File: src/rtl/hazard_stall_controller.sv
// Pipeline hazard sequencer: load-use stall, counted multiply stall, taken-branch squash.
// Define HAZARD_STALL_COUNT_EN to add the saturating StallCount debug counter.
module hazard_stall_controller #(
    parameter int unsigned MULT_LATENCY = 4
) (
    input  logic        Clk,
    input  logic        Reset,
    input  logic        IDEXMemRead,
    input  logic [4:0]  IDEXRt,
    input  logic [4:0]  IFIDRs,
    input  logic [4:0]  IFIDRt,
    input  logic        MultStart,
    input  logic        BranchTaken,
    output logic        PCWrite,
    output logic        IFIDWrite,
    output logic        IFIDFlush,
    output logic        IDEXBubble,
    output logic        MultBusy,
    output logic [1:0]  State
`ifdef HAZARD_STALL_COUNT_EN
    ,
    output logic [31:0] StallCount
`endif
);

    typedef enum logic [1:0] {
        RUN       = 2'd0,
        UNUSED    = 2'd1,
        MULT_WAIT = 2'd2,
        FLUSH     = 2'd3
    } state_t;

    localparam logic [3:0] LAT = 4'(MULT_LATENCY);

    state_t     state;
    logic [3:0] wait_cnt;
    logic       load_use;

    // Register 0 is hardwired, so a load targeting it can never create a hazard.
    assign load_use = IDEXMemRead && (IDEXRt != 5'd0) &&
                      ((IDEXRt == IFIDRs) || (IDEXRt == IFIDRt));

    always_ff @(posedge Clk) begin
        if (Reset) begin
            state    <= RUN;
            wait_cnt <= 4'd0;
        end else begin
            case (state)
                RUN: begin
                    if (BranchTaken) begin
                        state <= FLUSH;
                    end else if (load_use) begin
                        state <= RUN;
                    end else if (MultStart) begin
                        state    <= MULT_WAIT;
                        wait_cnt <= LAT;
                    end
                end
                MULT_WAIT: begin
                    // A taken branch is older than the multiply, so the multiply is dropped.
                    if (BranchTaken) begin
                        state    <= FLUSH;
                        wait_cnt <= 4'd0;
                    end else if (wait_cnt <= 4'd1) begin
                        state    <= RUN;
                        wait_cnt <= 4'd0;
                    end else begin
                        wait_cnt <= wait_cnt - 4'd1;
                    end
                end
                FLUSH: begin
                    state <= BranchTaken ? FLUSH : RUN;
                end
                default: begin
                    state    <= RUN;
                    wait_cnt <= 4'd0;
                end
            endcase
        end
    end

    always_comb begin
        PCWrite    = 1'b1;
        IFIDWrite  = 1'b1;
        IFIDFlush  = 1'b0;
        IDEXBubble = 1'b0;
        MultBusy   = 1'b0;
        State      = state;
        if (Reset) begin
            PCWrite    = 1'b0;
            IFIDWrite  = 1'b0;
            IFIDFlush  = 1'b1;
            IDEXBubble = 1'b1;
            State      = RUN;
        end else begin
            case (state)
                RUN: begin
                    if (BranchTaken) begin
                        IFIDFlush  = 1'b1;
                        IDEXBubble = 1'b1;
                    end else if (load_use) begin
                        PCWrite    = 1'b0;
                        IFIDWrite  = 1'b0;
                        IDEXBubble = 1'b1;
                    end
                end
                MULT_WAIT: begin
                    if (BranchTaken) begin
                        IFIDFlush  = 1'b1;
                        IDEXBubble = 1'b1;
                    end else begin
                        PCWrite    = 1'b0;
                        IFIDWrite  = 1'b0;
                        IDEXBubble = 1'b1;
                        MultBusy   = 1'b1;
                    end
                end
                FLUSH: begin
                    IFIDFlush  = 1'b1;
                    IDEXBubble = 1'b1;
                end
                default: begin
                end
            endcase
        end
    end

`ifdef HAZARD_STALL_COUNT_EN
    always_ff @(posedge Clk) begin
        if (Reset) begin
            StallCount <= 32'd0;
        end else if (!PCWrite && (StallCount != 32'hFFFF_FFFF)) begin
            StallCount <= StallCount + 32'd1;
        end
    end
`endif

endmodule
File: config.mk
export PLATFORM = sky130hd
export DESIGN_NAME = hazard_stall_controller
export DESIGN_NICKNAME = d
export VERILOG_FILES = /design/src/rtl/hazard_stall_controller.sv
export SDC_FILE = /design/constraint.sdc
export NUM_CORES = 1
export LEC_CHECK = 0
export BUFFER_PORTS_ARGS = -buffer_cell sky130_fd_sc_hd__clkbuf_2
export CAP_MARGIN = 10
export CORE_AREA = 2 2 39 41
export DETAILED_ROUTE_END_ITERATION = 8
export DIE_AREA = 0 0 41 43
export PLACE_DENSITY = 0.74
export SYNTH_ARGS = -nofsm -noshare
export SYNTH_HDL_FRONTEND = slang
export SYNTH_SLANG_ARGS = --single-unit
File: constraint.sdc
create_clock -name Clk -period 2.5 [get_ports Clk]
set_input_delay 0.375 -clock Clk [delete_from_list [all_inputs] [get_ports Clk]]
set_output_delay 0.375 -clock Clk [all_outputs]
set_load 0.005 [all_outputs]
---- Yosys cells after proc, flatten, opt, wreduce, memory -nomap -nowiden ----
Cells that the tools add are included.
storage, ports and cells
  word-level logic and storage cells ...... 51
  register bits ........................... 6
operators by class
  reduce and logical (&&, ||, !) cells .... 9
  add/sub/neg operators ................... 1
  equality and inequality tests ........... 9
  bitwise gates (word level) .............. 1
  multiplexer cells ....................... 28
  order comparisons ....................... 1
operator list
  cell                   count
  $mux W4                5
  $mux W2                7
  $pmux W4 S3            1
  $mux W1                11
  $eq A5 B5 Y1           2
  $ne A2 B2 Y1 const B   3
  $pmux W1 S2            3
  $pmux W2 S3            1
  $reduce_bool A5 Y1     1
  $eq A2 B2 Y1 const B   2
  $le A4 B1 Y1 const B   1
  $ne A4 B4 Y1 const B   1
  $reduce_and A4 Y1      1
  $reduce_or A2 Y1       2
  $sub A4 B1 Y4 const B  1
  $ne A3 B3 Y1 const B   1
  $logic_and A1 B1 Y1    2
  $logic_not A2 Y1       1
  $reduce_and A2 Y1      1
  $logic_or A1 B1 Y1     1
  $not A1 Y1             1

---- Longest topological paths before layout ----
  depth in word-level cells ............... 7
  depth in mapped cells ................... 7

---- Worst setup path after synthesis ----
Ideal clock, no wire load.
  path type ............................... input-to-output
  from .................................... input port IDEXRt[1]
  to ...................................... output port PCWrite
  cell stages on the path ................. 5
  path buffers ............................ 1
  data required time ...................... 2125 ps
  arrival time ............................ 1458 ps
  setup slack ............................. 667 ps
  cell sequence ........................... or4_1 > o21a_1 > nand2_1 > o2bb2ai_1 > buf_4
on the way
  word-level cells in the longest chain between the ends .. 7
  elaborated cells on any way between the ends .. 10
  classes of those cells .................. eq/ne: 2; mux: 4; reduce/logical: 4
ends and longest elaborated chain
  item                                                              line    RTL
  start: declaration                                                9       input logic [4:0] IDEXRt,
  $eq A5 B5 Y1 / $reduce_bool A5 Y1 (equally long branches)         41, 40
  $logic_or A1 B1 Y1 / $logic_and A1 B1 Y1 (equally long branches)  41, 40
  $logic_and A1 B1 Y1 *                                             40      assign load_use = IDEXMemRead && (IDEXRt != 5'd0) &&
  $mux W1 * (2 in a row)                                            -
  $pmux W1 S2 *                                                     -
  $mux W1 *                                                         -
  end: declaration                                                  14      output logic PCWrite,
Every way passes the cells marked *; elsewhere a longest branch is shown, timed or not.

---- Worst setup path in the final report ----
  from .................................... input port IDEXRt[1]
  to ...................................... output port PCWrite
on the way
  word-level cells in the longest chain between the ends .. 7
  elaborated cells on any way between the ends .. 10
  classes of those cells .................. eq/ne: 2; mux: 4; reduce/logical: 4
ends and longest elaborated chain
  item                                                              line    RTL
  $eq A5 B5 Y1 / $reduce_bool A5 Y1 (equally long branches)         41, 40
  $logic_or A1 B1 Y1 / $logic_and A1 B1 Y1 (equally long branches)  41, 40
  $logic_and A1 B1 Y1 *                                             40
  $mux W1 *                                                         101     end else if (load_use) begin
  $mux W1 *                                                         98      if (BranchTaken) begin
  $pmux W1 S2 *                                                     96      case (state)
  $mux W1 *                                                         89      if (Reset) begin
Marked as above.

==> impl_metrics.toml <==
[drt]
drc = 0
vias = 619
wl_per_cell_um = 11.7
routed_wl_um = 1370
antenna_left = 0
post_drt_via_cell_ratio = 5.29
drtPass1Iterations = 4
drtIter0Drc = 13

[floorplanning]
rows = 14
core_region_area_sq_um = 1380
die_w_um = 41
fp.dieH_um = 43
initial_core_util_pct = 40.2
die_area_sq_um = 1760
ios = 27

[synth]
syn_nets = 97
ys.flop_type = "dfxtp_1"
synth_top_area_share_pct = 21.6
synthDistinctLibCells = 31
syn_inst = 75
synth.most_common_cell = "xnor2_1"
synthTopCellsByCount = "xnor2_1, nand2_1, nor2_1, dfxtp_1, inv_1"
post_synth_main_area_contributors = "dfxtp_1, xnor2_1, nand2_1, nor2_1, ha_1"
synth_area_sq_um = 557
yosys_warnings = 0
ys_seq_elements = 6
async_flop_share_pct = 0
synth_edf_count = 0
synth_top_cell_by_area = "dfxtp_1"
postSynthAreaPerCell_sq_um = 7.42
ys_seq_area_share_pct = 21.6

[worst_setup_path]
crit_fanout = 4
max_stage_delay_ps = 510
crit_arrival_ps = 1600
r2r-end = "wait_cnt[3]$_SDFFE_PP0P_"
slowest_stage = "or4_1"
critPathLaunch = "IDEXRt[1]"
startpoint_type = "input pin"
path_class = "input pin to output port"
crit_path_frequent_cell = "clkbuf_2"
path_cells = "clkbuf_2 > or4_1 > o21a_1 > nand2_1 > o2bb2ai_1 > clkbuf_2"
timing.critical_path.buf_inv = 2
crit_required_ps = 2120
critical-path-top-delay-family = "simple AND/OR/NAND/NOR gates"
reg2reg_slack_ps = 810
r2r_start = "wait_cnt[0]$_SDFFE_PP0P_"
cp-end-kind = "output port"
reg2reg_depth = 7

[timing]
rsz0062_at_grt = "false"
finClkSkew_ps = 2.24
fmax_ghz = 0.506
finalHoldViolCount = 0
finalSetupTns_ps = 0
worst_pin_slew_ps = 359
finalCriticalPeriod_ps = 1980
setup_viol = 0
slew_viol_final = 0
relSlewSlack_pct = 75.9
timing.final.crit_share_pct = 79.1

[placed_design]
gp_congestion = 0.700
io_buffers = 26
postPlaceCellArea_sq_um = 684
dp_hpwl_um = 1030

[clocking]
ctsLongestPathBuffers = 2
cts_tree = "yes"
root_buffer = "clkbuf_4"
cts-resized-gates = 0
post_cts_buffers = 0
cts-hold-fix-buffers = 0
cts.clk_slew.worst_paths_ps = 50
numCtsBuffers = 3
htreeDepth = 1
worst_skew_pair.late_latency_ps = 240
cts_sinks = 6

[global_route]
antenna_found_initial = 0
grt_pass1_wl_um = 2160
grt_max_degree = 14
grt_pass1_vias = 554
globalRouteOverflowTotal = 0
grt_use_total_pct = 18.0

[min_path]
hold_end = "state[1]$_SDFFE_PP0P_"
hp-start = "MultStart"
hp-class = "input pin to flop"
hold_depth = 4

[flow_run]
cap_viol_max_count = 0

[layout]
drive_gt1_share_pct = 30.7
final_nets = 125
post-route-util_pct = 51.1
area_growth_pct = 27.0
nFillCells = 138
n_antenna_cell = 0
design_area_sq_um = 707

[power_and_ir_drop]
p_per_area_nw_per_um2 = 441
ir_worst_vdd_uv = 208
leakage_nw = 0.304

[status]
outcome = "completed"
cell type report:
type	count	area (sq um)	area share [%]
clock buffers	3	22.5	3.19
inverters	5	18.8	2.65
multi-input cells	61	395	55.9
flip-flops and latches	6	120	17.0
well taps	16	20.0	2.83
repair buffers	26	130	18.4
metal layers:
metal	global-route usage, %	vias up	wire length (um)
met4	8.00	0	14
met2	31.9	32	715
met1	17.7	270	525
met3	5.24	2	115
li1	-	315	-
met5	0	-	0
report_power, final:
part           internal (mW)  switching [mW]  total [mW]
logic                 0.0534          0.0559       0.109
registers              0.104          0.0102       0.114
clock network         0.0542          0.0340      0.0882
total                  0.211           0.100       0.311
registers in the layout, summed over array words and instances (netlist names):
signal	cells
wait_cnt	4
state	2
worst reg2reg max path, stage by stage, from the launching register on:
cell and delay, ps:
dfxtp_1 410, inv_1 90, ha_1 230, nor2_1 150, o31ai_1 110, or3_1 380
o21bai_1 180, o21ai_1 80
worst max-delay path by stage:
| stage | depth (start not counted) | end | slack (ps) |
|---|---|---|---|
| 4_1_cts | 6 | IFIDWrite | 520 |
| 6_report | 6 | PCWrite | 520 |
| 3_5_place_dp | 6 | IFIDWrite | 520 |
| 5_1_grt | 6 | IFIDWrite | 430 |
| 3_3_place_gp | 6 | PCWrite | 540 |
| 2_1_floorplan | 5 | PCWrite | 670 |
kinds of logic after synthesis:
family                   Yosys count  synth area share (%)
XOR/XNOR                          10                  15.7
adder cells (fa/ha/maj)            2                  4.49
multiplexers                       2                  4.04
buffers and inverters              8                  7.42
AND/OR/NAND/NOR                   26                  22.2
flip-flops                         6                  21.6
AO/OA/AOI/OAI                     21                  24.5
cells in the final DEF (no fill, tap or decap), drive strengths merged, types with 5 or more instances in the layout:
cell type   n
nand2       8
clkbuf     29
nor2        7
o21ai       5
dfxtp       6
xnor2      10
inv         5
a21oi       5
through the flow:
step / cells / setup slack [ps] / hold WS (ps) / power, mW
2_1_floorplan: 75 / 667 / 492 / 0.186
3_3_place_gp: 114 / 544 / 526 / 0.221
3_5_place_dp: 114 / 523 / 529 / 0.223
4_1_cts: 117 / 517 / 486 / 0.315
5_1_grt: 117 / 435 / 515 / 0.333
6_report: 117 / 524 / 491 / 0.311
No activity file was read; power rests on OpenSTA's default activity.
